[src/rtl/blackjack_pkg.sv]
// Shared types and card helpers for the blackjack dealer.
// Hand arithmetic honours SOFT_ACE_EN in blackjack_hand_accum.
package blackjack_pkg;

  localparam int CARD_W   = 4;
  localparam int CARD_MIN = 1;
  localparam int CARD_MAX = 10;

  typedef enum logic [2:0] {
    IDLE,
    DEAL,
    PLAYER,
    DEALER,
    DONE
  } state_e;

  // Generator range is 0..15; fold it onto the legal 1..10 card values.
  function automatic logic [CARD_W-1:0] clamp_card(input logic [CARD_W-1:0] c);
    if (c < CARD_W'(CARD_MIN)) return CARD_W'(CARD_MIN);
    if (c > CARD_W'(CARD_MAX)) return CARD_W'(CARD_MAX);
    return c;
  endfunction

endpackage

[src/rtl/blackjack_hand_accum.sv]
// One hand: hard-total accumulator plus effective total (current and next-cycle).
// SOFT_ACE_EN defined: an ace counts 11 while that keeps the hand <= BUST_LIMIT.
module blackjack_hand_accum
  import blackjack_pkg::*;
#(
  parameter int TOTAL_W    = 5,
  parameter int BUST_LIMIT = 21
) (
  input  logic               clk,
  input  logic               rst,
  input  logic               clr_i,
  input  logic               add_i,
  input  logic [CARD_W-1:0]  card_i,
  output logic [TOTAL_W-1:0] eff_o,
  output logic [TOTAL_W-1:0] eff_nxt_o
);

  logic [TOTAL_W-1:0] hard_q, hard_d;

  always_comb begin
    hard_d = hard_q;
    if (clr_i)      hard_d = '0;
    else if (add_i) hard_d = hard_q + TOTAL_W'(card_i);
  end

  always_ff @(posedge clk) begin
    if (!rst) hard_q <= '0;
    else      hard_q <= hard_d;
  end

`ifdef SOFT_ACE_EN
  logic               ace_q, ace_d;
  logic [TOTAL_W:0]   soft_q, soft_d;

  always_comb begin
    ace_d = ace_q;
    if (clr_i)                                         ace_d = 1'b0;
    else if (add_i && card_i == CARD_W'(CARD_MIN))     ace_d = 1'b1;
    soft_q    = {1'b0, hard_q} + (TOTAL_W+1)'(10);
    soft_d    = {1'b0, hard_d} + (TOTAL_W+1)'(10);
    eff_o     = (ace_q && soft_q <= (TOTAL_W+1)'(BUST_LIMIT)) ? soft_q[TOTAL_W-1:0] : hard_q;
    eff_nxt_o = (ace_d && soft_d <= (TOTAL_W+1)'(BUST_LIMIT)) ? soft_d[TOTAL_W-1:0] : hard_d;
  end

  always_ff @(posedge clk) begin
    if (!rst) ace_q <= 1'b0;
    else      ace_q <= ace_d;
  end
`else
  assign eff_o     = hard_q;
  assign eff_nxt_o = hard_d;
`endif

endmodule

[src/rtl/blackjack_hand_dealer.sv]
// Deals one blackjack round from the free-running card generator: deal, player, dealer, result.
// Soft-ace scoring is selected by SOFT_ACE_EN (see blackjack_hand_accum).
module blackjack_hand_dealer
  import blackjack_pkg::*;
#(
  parameter int TOTAL_W      = 5,
  parameter int DEALER_STAND = 17,
  parameter int BUST_LIMIT   = 21
) (
  input  logic               clk,
  input  logic               rst,
  input  logic [CARD_W-1:0]  rand_card,
  input  logic               new_game,
  input  logic               hit,
  input  logic               stand,
  output logic               card_valid,
  output logic [CARD_W-1:0]  card_val,
  output logic               card_to_dlr,
  output logic [TOTAL_W-1:0] player_total,
  output logic [TOTAL_W-1:0] dealer_total,
  output logic               busy,
  output logic               win,
  output logic               lose,
  output logic               push
);

  state_e             state_q, state_d;
  logic [1:0]         deal_cnt_q, deal_cnt_d;
  logic               cv_q, cv_d, to_dlr_q, to_dlr_d;
  logic [CARD_W-1:0]  cval_q, cval_d, card;
  logic               win_q, win_d, lose_q, lose_d, push_q, push_d;
  logic               clr, deal_p, deal_d;
  logic [TOTAL_W-1:0] p_eff, p_nxt, d_eff, d_nxt;

  blackjack_hand_accum #(.TOTAL_W(TOTAL_W), .BUST_LIMIT(BUST_LIMIT)) u_player (
    .clk(clk), .rst(rst), .clr_i(clr), .add_i(deal_p), .card_i(card),
    .eff_o(p_eff), .eff_nxt_o(p_nxt)
  );

  blackjack_hand_accum #(.TOTAL_W(TOTAL_W), .BUST_LIMIT(BUST_LIMIT)) u_dealer (
    .clk(clk), .rst(rst), .clr_i(clr), .add_i(deal_d), .card_i(card),
    .eff_o(d_eff), .eff_nxt_o(d_nxt)
  );

  assign card = clamp_card(rand_card);

  always_comb begin
    state_d    = state_q;
    deal_cnt_d = deal_cnt_q;
    clr        = 1'b0;
    deal_p     = 1'b0;
    deal_d     = 1'b0;
    win_d      = win_q;
    lose_d     = lose_q;
    push_d     = push_q;
    // new_game restarts the round from any state, aborting whatever was in flight.
    if (new_game) begin
      clr        = 1'b1;
      state_d    = DEAL;
      deal_cnt_d = '0;
      win_d      = 1'b0;
      lose_d     = 1'b0;
      push_d     = 1'b0;
    end else begin
      case (state_q)
        DEAL: begin
          if (deal_cnt_q[0]) deal_d = 1'b1;
          else               deal_p = 1'b1;
          deal_cnt_d = deal_cnt_q + 2'd1;
          // Player hand is complete before the last (dealer) card; a natural auto-stands.
          if (deal_cnt_q == 2'd3)
            state_d = (p_eff == TOTAL_W'(BUST_LIMIT)) ? DEALER : PLAYER;
        end
        PLAYER: begin
          if (stand) begin
            state_d = DEALER;
          end else if (hit) begin
            deal_p = 1'b1;
            if (p_nxt > TOTAL_W'(BUST_LIMIT)) begin
              state_d = DONE;
              lose_d  = 1'b1;
            end
          end
        end
        DEALER: begin
          if (d_eff < TOTAL_W'(DEALER_STAND)) begin
            deal_d = 1'b1;
          end else begin
            state_d = DONE;
            if (d_eff > TOTAL_W'(BUST_LIMIT) || p_eff > d_eff) win_d  = 1'b1;
            else if (p_eff < d_eff)                            lose_d = 1'b1;
            else                                               push_d = 1'b1;
          end
        end
        default: ;
      endcase
    end
    cv_d     = deal_p | deal_d;
    to_dlr_d = deal_d;
    cval_d   = (deal_p | deal_d) ? card : cval_q;
  end

  always_ff @(posedge clk) begin
    if (!rst) begin
      state_q    <= IDLE;
      deal_cnt_q <= '0;
      cv_q       <= 1'b0;
      cval_q     <= '0;
      to_dlr_q   <= 1'b0;
      win_q      <= 1'b0;
      lose_q     <= 1'b0;
      push_q     <= 1'b0;
    end else begin
      state_q    <= state_d;
      deal_cnt_q <= deal_cnt_d;
      cv_q       <= cv_d;
      cval_q     <= cval_d;
      to_dlr_q   <= to_dlr_d;
      win_q      <= win_d;
      lose_q     <= lose_d;
      push_q     <= push_d;
    end
  end

  assign card_valid   = cv_q;
  assign card_val     = cval_q;
  assign card_to_dlr  = to_dlr_q;
  assign player_total = p_eff;
  assign dealer_total = d_eff;
  assign busy         = (state_q == DEAL) || (state_q == DEALER);
  assign win          = win_q;
  assign lose         = lose_q;
  assign push         = push_q;

endmodule

[config.mk]
export PLATFORM = sky130hd
export DESIGN_NAME = blackjack_hand_dealer
export DESIGN_NICKNAME = d
export VERILOG_FILES = /design/src/rtl/blackjack_pkg.sv /design/src/rtl/blackjack_hand_accum.sv /design/src/rtl/blackjack_hand_dealer.sv
export SDC_FILE = /design/constraint.sdc
export NUM_CORES = 1
export LEC_CHECK = 0
export CORE_MARGIN = 2
export CORE_UTILIZATION = 47
export CTS_CLUSTER_DIAMETER = 120
export DETAILED_ROUTE_END_ITERATION = 10
export GPL_TIMING_DRIVEN = 0
export PLACE_DENSITY = 0.76
export SETUP_SLACK_MARGIN = 0.4
export SYNTH_ARGS = -nofsm -noshare
export SYNTH_HDL_FRONTEND = slang
export SYNTH_SLANG_ARGS = --single-unit
[constraint.sdc]
create_clock -name clk -period 2.3 [get_ports clk]
set_input_delay 0.345 -clock clk [delete_from_list [all_inputs] [get_ports clk]]
set_output_delay 0.345 -clock clk [all_outputs]
set_load 0.01 [all_outputs]
==> results of run 1 <==
[report_power, final]
part | total, mW | switching, mW | leakage [nW] | internal [mW]
registers | 0.435 | 0.0101 | 0.196 | 0.425
logic | 0.211 | 0.104 | 0.605 | 0.107
clock network | 0.313 | 0.137 | 0.0279 | 0.176
[path summary, 6_finish.rpt]
check	cells past startpoint	start	endpoint
setup / recovery	12	rand_card[2]	state_q[2]
hold / removal	4	rand_card[1]	card_val[1]
setup reg to reg	7	u_player.eff_o[2]	state_q[2]
hold reg to reg	2	lose	lose
[state kept, by name, indices dropped and copies added (netlist names)]
register,flops
lose,1
state_q,3
push,1
card_val,4
card_valid,1
u_dealer.eff_o,5
deal_cnt_q,2
win,1
u_player.eff_o,5
card_to_dlr,1
[kinds of logic (layout without fill, tap and decap cells)]
logic type / Yosys count / after routing / synth area share [%]
AO/OA/AOI/OAI: 42 / 42 / 19.1
AND/OR/NAND/NOR: 62 / 62 / 20.1
XOR/XNOR: 7 / 7 / 4.40
multiplexers: 11 / 11 / 7.12
flip-flops: 24 / 24 / 30.7
adder cells (fa/ha/maj): 16 / 16 / 13.8
buffers and inverters: 18 / 63 / 4.80
[per-layer routing]
metal	vias to the layer above	global-route usage, %	wire length (um)
li1	722	-	-
met1	700	26.5	1640
met2	54	43.2	2140
met3	10	3.78	252
met4	0	9.42	85
met5	-	0	0
[worst max-delay path, cell delays in order]
cell and delay [ns]:
buf_8 0.11, nor2_4 0.12, nor2_2 0.04, o21ai_2 0.13
ha_2 0.20, inv_2 0.04, fa_2 0.57, o22ai_2 0.08
a21oi_2 0.12, a31oi_2 0.12, and3_4 0.23, a31o_1 0.17
[cell usage after synthesis (all sizes together)]
master,n,share of area (%)
xnor2,6,3.8
nand3,3,0.96
nor2,22,5.3
a21o,2,0.96
o21ai,6,2.2
or3b,1,0.72
a21oi,12,4.8
o21a,2,1.0
nor2b,11,4.4
inv,14,3.4
buf,1,0.72
fa,2,2.6
o41a,1,0.72
o211a,1,0.64
o22ai,1,0.40
clkbuf,3,0.72
a31oi,5,2.0
nor4,1,0.40
nand2,10,2.4
xor2,1,0.56
dfxtp,24,31
o2bb2ai,1,0.56
a31o,2,1.1
a211oi,4,2.2
mux2i,10,6.4
nand2b,3,1.2
o211ai,1,0.48
and2,1,0.40
nand4bb,1,0.72
o21bai,1,0.48
nor3b,2,0.96
or3,1,0.40
nor3,3,0.96
a221oi,1,0.56
and3,2,0.80
nand3b,1,0.48
mux2,1,0.72
ha,14,11
a21boi,2,0.96
[final cells by class]
class / count / area share (%)
repair buffers: 41 / 17.8
clock inverters: 1 / 1.37
multi-input cells: 138 / 51.5
well taps: 44 / 2.52
inverters: 14 / 2.40
clock buffers: 3 / 1.03
plain buffers: 4 / 1.03
flip-flops and latches: 24 / 22.3
[repair_timing]
| action | CTS | global route |
|---|---|---|
| endpoints found under the setup margin | 16 | 11 |
| pin swaps | 8 | 12 |
| gates resized for setup | 30 | 16 |
| buffers inserted | 6 | 7 |
| endpoints found under the hold margin | 0 | 0 |
[per-stage QoR]
| step | setup slack (ns) | hold slack [ns] | TNS [ns] |
|---|---|---|---|
| global route | 0.194 | 0.384 | 0 |
| CTS | 0.287 | 0.371 | 0 |
| finish | 0.254 | 0.377 | 0 |
| floorplan | 0.0224 | 0.465 | 0 |
| global placement | -0.662 | 0.458 | -3.18 |
| detailed placement | -0.698 | 0.463 | -3.72 |
==> out/qor.csv, run 1 <==
stage;metric;value;unit
cts;cts_htree_levels;1;
synthesis;mappedNetlistArea;0.00156;mm2
global_route;grt_start_max_net_pins;15;
routing;drtAntennaViolNets;0;
cts;cts_tree;built;
place;numPortBuffers;28;
sta;hold_viol_final;0;
layout;final_common_cell;clkdlybuf4s50_1;
place;place_inst;252;
routing;dr.pass1.iters;4;
layout;fin_area;0.00219;mm2
floorplanning;start_util;50.4;%
power;p_per_area;438;mW/mm2
synthesis;syn-num-nets;205;
floorplanning;core-area;0.00310;mm2
sta;setup_viol_count_final;0;
layout;fin_nets;251;
critical_path;critPathKind;in2reg;
cts;clk_latency;0.33;ns
floorplanning;row_count;20;
layout;post-route-util;70.5;%
routing;wl_per_cell;15.3;um
layout;multi_input_area;0.00113;mm2
critical_path;worst_setup_path_start_kind;input port;
cts;cts-hold-fix-buffers;0;
global_route;grt-ovfl-total;0;
critical_path;cp-end-kind;register;
routing;drcViolationCount;0;
layout;regArea;487;um2
critical_path;required;2.53;ns
layout;drive_gt1_share;23.6;%
routing;wl;4.12;mm
outcome;status;finished clean;
floorplanning;dieWidth;61.7;um
cts;clockBufferDepth;2;
layout;antenna_cells;0;
layout;num-fill-cells;262;
layout;area_growth;39.8;%
critical_path;cp.arrival;2.27;ns
floorplanning;io_pins;29;
global_route;grt_pass1_wl;6.50;mm
layout;final_cell_mix;24 x clkdlybuf4s50_1, 21 x dfxtp_1, 20 x nor2_1, 12 x inv_1;
worst_hold_path;hp-class;in2reg;
synthesis;ys_seq_elements;24;
floorplanning;chipHeight;61.7;um
layout;instances_no_fill;269;
synthesis;synthCells;180;
routing;viasPerCell;5.52;
routing;drtIter0Drc;82;
flow_run;maxCapViolCount;0;
sta;period_share;89.0;%
sta;finalMaxSlewViolations;0;
place;dpl-instance-area;0.00191;mm2
power;cellLeakagePower;0.829;nW
place;finalWeightedCongestion;0.897;
power;p_total;0.959;mW
floorplanning;dieArea;0.00381;mm2
global_route;antenna_found_initial;0;
cts;numCtsBuffers;3;
synthesis;yosysSeqAreaShare;30.7;%
cts;clock_sink_count;24;
critical_path;crit_fanout;3;
synthesis;synth_area_per_cell;8.69;um2
sta;rsz0062_at_grt;true;
global_route;grt_pass1_vias;1453;
place;dp_hpwl;2.78;mm
sta;tightest_slew;0.536;ns
sta;slew_headroom;64.3;%
global_route;grt_use_total;23.4;%
cts;cts_root_buffer;clkbuf_4;
power;worst_ir_drop_vdd;0.000287;V
critical_path;r2r_slack;0.29;ns
routing;vias;1486;
sta;worst_clock_skew;0.0116;ns
sta;fin_crit;2.05;ns
synthesis;yosysWarnings;0;
synthesis;synth.distinct_cells;46;
cts;clkTransAtPathRegs;0.13;ns
sta;max_freq;0.489;GHz
No activity file was read; power rests on OpenSTA's default activity.
==> run 2, diff against run 1 <==
==> constraint.sdc (replaced) <==
create_clock -name clk -period 2.3 [get_ports clk]
set_input_delay 0.46 -clock clk [delete_from_list [all_inputs] [get_ports clk]]
set_output_delay 0.46 -clock clk [all_outputs]
set_load 0.01 [all_outputs]
==> run 2 against run 1 <==
Net effect:
- cell area increased by 0.11%
- total power increased by 1.3%
- clock skew decreased by 0.0027 ns
- wire length decreased by 2.0%
- core utilization increased by 0.081 points
- register-to-register slack got worse by 0.05 ns
- final cell count increased by 1.1%
- sequential share of layout area decreased by 0.20 points
==> out/qor.csv, run 2 (synthesized netlist as in run 1, its figures left out) <==
stage;metric;value;unit;change
cts;clock_sink_count;24;;unchanged
sta;worst_clock_skew;0.00898;ns;-0.00266 ns
sta;max_freq;0.469;GHz;-4.1%
floorplanning;start_util;50.4;%;unchanged
place;finalWeightedCongestion;0.899;;+0.22%
global_route;grt-ovfl-total;0;;unchanged
critical_path;crit_path_top_delay_cell;fa_2;;
sta;hold_viol_final;0;;unchanged
power;combPwrFrac;22.5;%;+0.5 points
routing;drcViolationCount;0;;unchanged
routing;drtIter0Drc;77;;-6.1%
sta;rsz0062_at_grt;true;;
sta;fin_crit;2.13;ns;+0.0869 ns
worst_hold_path;hold_path_end;lose;;
worst_hold_path;min_from;lose;;
sta;setup_viol_count_final;0;;unchanged
layout;multi_input_area;0.00112;mm2;-1.0%
critical_path;r2r_slack;0.24;ns;-0.05 ns
layout;final_cell_mix;24 x clkdlybuf4s50_1, 22 x dfxtp_1, 20 x nor2_1, 13 x buf_4;;
power;p_int;0.715;mW;+1.0%
sta;finalMaxSlewViolations;0;;unchanged
global_route;grt_start_max_net_pins;15;;unchanged
critical_path;cp.arrival;2.37;ns;+0.10 ns
cts;numCtsBuffers;3;;unchanged
layout;regArea;483;um2;-0.77%
layout;fin_area;0.00219;mm2;+0.11%
sta;period_share;92.7;%;+3.8 points
routing;wl;4.04;mm;-2.0%
power;p_per_area;444;mW/mm2;+1.2%
cts;cts-hold-fix-buffers;0;;unchanged
cts;cts_tree;built;;
outcome;status;finished clean;;
global_route;grt_use_total;22.6;%;-0.78 points
sta;tightest_slew;0.565;ns;+0.0285 ns
floorplanning;core-area;0.00310;mm2;unchanged
place;dpl-instance-area;0.00192;mm2;+0.20%
cts;clockBufferDepth;2;;unchanged
cts;clk_latency;0.33;ns;about the same
flow_run;maxCapViolCount;0;;unchanged
routing;drtAntennaViolNets;0;;unchanged
routing;dr.pass1.iters;5;;+1
power;power_frac_clock;32.6;%;about the same
critical_path;worstPathCellList;buf_8 -> nor2_4 -> nor2_2 -> o21ai_2 -> ha_2 -> inv_2 -> fa_2 -> o22ai_2 -> a21oi_2 -> a31oi_2 -> and3_4 -> a31o_1;;
place;numPortBuffers;28;;unchanged
cts;cts_root_buffer;clkbuf_4;;
place;dp_hpwl;2.79;mm;+0.10%
layout;fin_nets;254;;+1.2%
global_route;antenna_found_initial;0;;unchanged
layout;final_common_cell;clkdlybuf4s50_1;;
power;worst_ir_drop_vdd;0.000255;V;-11%
floorplanning;row_count;20;;unchanged
power;seq_power_share;44.9;%;-0.4 points
layout;area_growth;40.0;%;
routing;vias;1487;;+0.067%
floorplanning;dieWidth;61.7;um;unchanged
layout;post-route-util;70.6;%;+0.081 points
layout;drive_gt1_share;23.2;%;-0.31 points
critical_path;critPathKind;in2reg;;
cts;clkTransAtPathRegs;0.15;ns;+0.02 ns
power;p_sw_share;26.4;%;+0.20 points
floorplanning;io_pins;29;;unchanged
floorplanning;chipHeight;61.7;um;unchanged
power;switching_power;0.256;mW;+2.1%
critical_path;reg2reg_depth;8;;+1
power;cellLeakagePower;0.843;nW;+1.6%
cts;cts_htree_levels;1;;unchanged
global_route;grt_pass1_wl;6.34;mm;-2.4%
critical_path;r2r_end;state_q[2];;
critical_path;cp-end-kind;register;;
layout;antenna_cells;0;;unchanged
critical_path;crit_fanout;3;;unchanged
floorplanning;dieArea;0.00381;mm2;unchanged
global_route;grt_pass1_vias;1407;;-3.2%
layout;num-fill-cells;253;;-3.4%
sta;fin_ws;0.167;ns;-0.0869 ns
critical_path;required;2.53;ns;about the same
worst_hold_path;hold_path_depth;2;;-2
critical_path;worstReg2RegStart;u_player.eff_o[0];;
routing;wl_per_cell;14.8;um;-3.0%
sta;slew_headroom;62.4;%;-1.9 points
critical_path;worst_setup_path_start_kind;input port;;
routing;viasPerCell;5.47;;-1.0%
place;dp_slack;-0.854;ns;-0.156 ns
worst_hold_path;hp-class;reg2reg;;
critical_path;max_stage_delay;0.59;ns;+0.02 ns
run 2: how the worst max path moves through the flow:
stage	from	endpoint	slack [ns]	cells after the start
2_1_floorplan	rand_card[2]	state_q[2]	-0.09	12
4_1_cts	rand_card[1]	state_q[2]	0.22	13
5_1_grt	rand_card[1]	state_q[2]	0.12	12
3_3_place_gp	rand_card[2]	state_q[2]	-0.80	13
6_report	rand_card[1]	state_q[2]	0.17	12
3_5_place_dp	rand_card[2]	state_q[2]	-0.85	12
run 2: repair_timing:
item                                    in CTS  in global routing
setup buffers                                6                 10
gates cloned                                 0                  0
resized for setup                           32                 10
pin swaps                                   10                 11
endpoints found under the setup margin      16                 14
run 2: power by group through the flow:
stage	Sequential (mW)	Combinational (mW)	Clock (mW)
after floorplan	0.446	0.104	0
after global placement	0.444	0.160	0
after detailed placement	0.444	0.168	0
after CTS	0.435	0.192	0.320
after global routing	0.437	0.237	0.336
final	0.436	0.219	0.317
run 2: layout make-up:
class,instances,share of cell area [%]
multi-input cells,138,51.0
clock buffers,3,1.03
flip-flops and latches,24,22.1
inverters,14,2.40
clock inverters,1,1.37
plain buffers,4,1.03
well taps,44,2.51
repair buffers,44,18.6
run 2: per-stage QoR:
step	setup TNS [ns]	hold WS (ns)	total power, mW	instances
after floorplan	-0.168	0.465	0.549	180
after global placement	-4.18	0.458	0.604	252
after detailed placement	-4.60	0.478	0.611	252
after CTS	0	0.491	0.947	262
after global routing	0	0.516	1.01	272
final	0	0.496	0.971	272
run 2: layer usage:
| layer | up-vias | global-route usage [%] | share of wire (%) | wire [um] |
|---|---|---|---|---|
| met5 | - | 0 | 0 | 0 |
| met4 | 0 | 8.81 | 1.7 | 68 |
| met3 | 8 | 3.99 | 4.1 | 164 |
| met2 | 45 | 39.8 | 51 | 2060 |
| met1 | 706 | 27.2 | 43 | 1750 |
| li1 | 728 | - | - | - |
run 2: critical path: cells and delay by family:
kind / cells / cell delay [ns]
buf+inv: 2 / 0.14
simple gates: 3 / 0.31
fa+ha+maj: 2 / 0.80
compound gates: 5 / 0.66
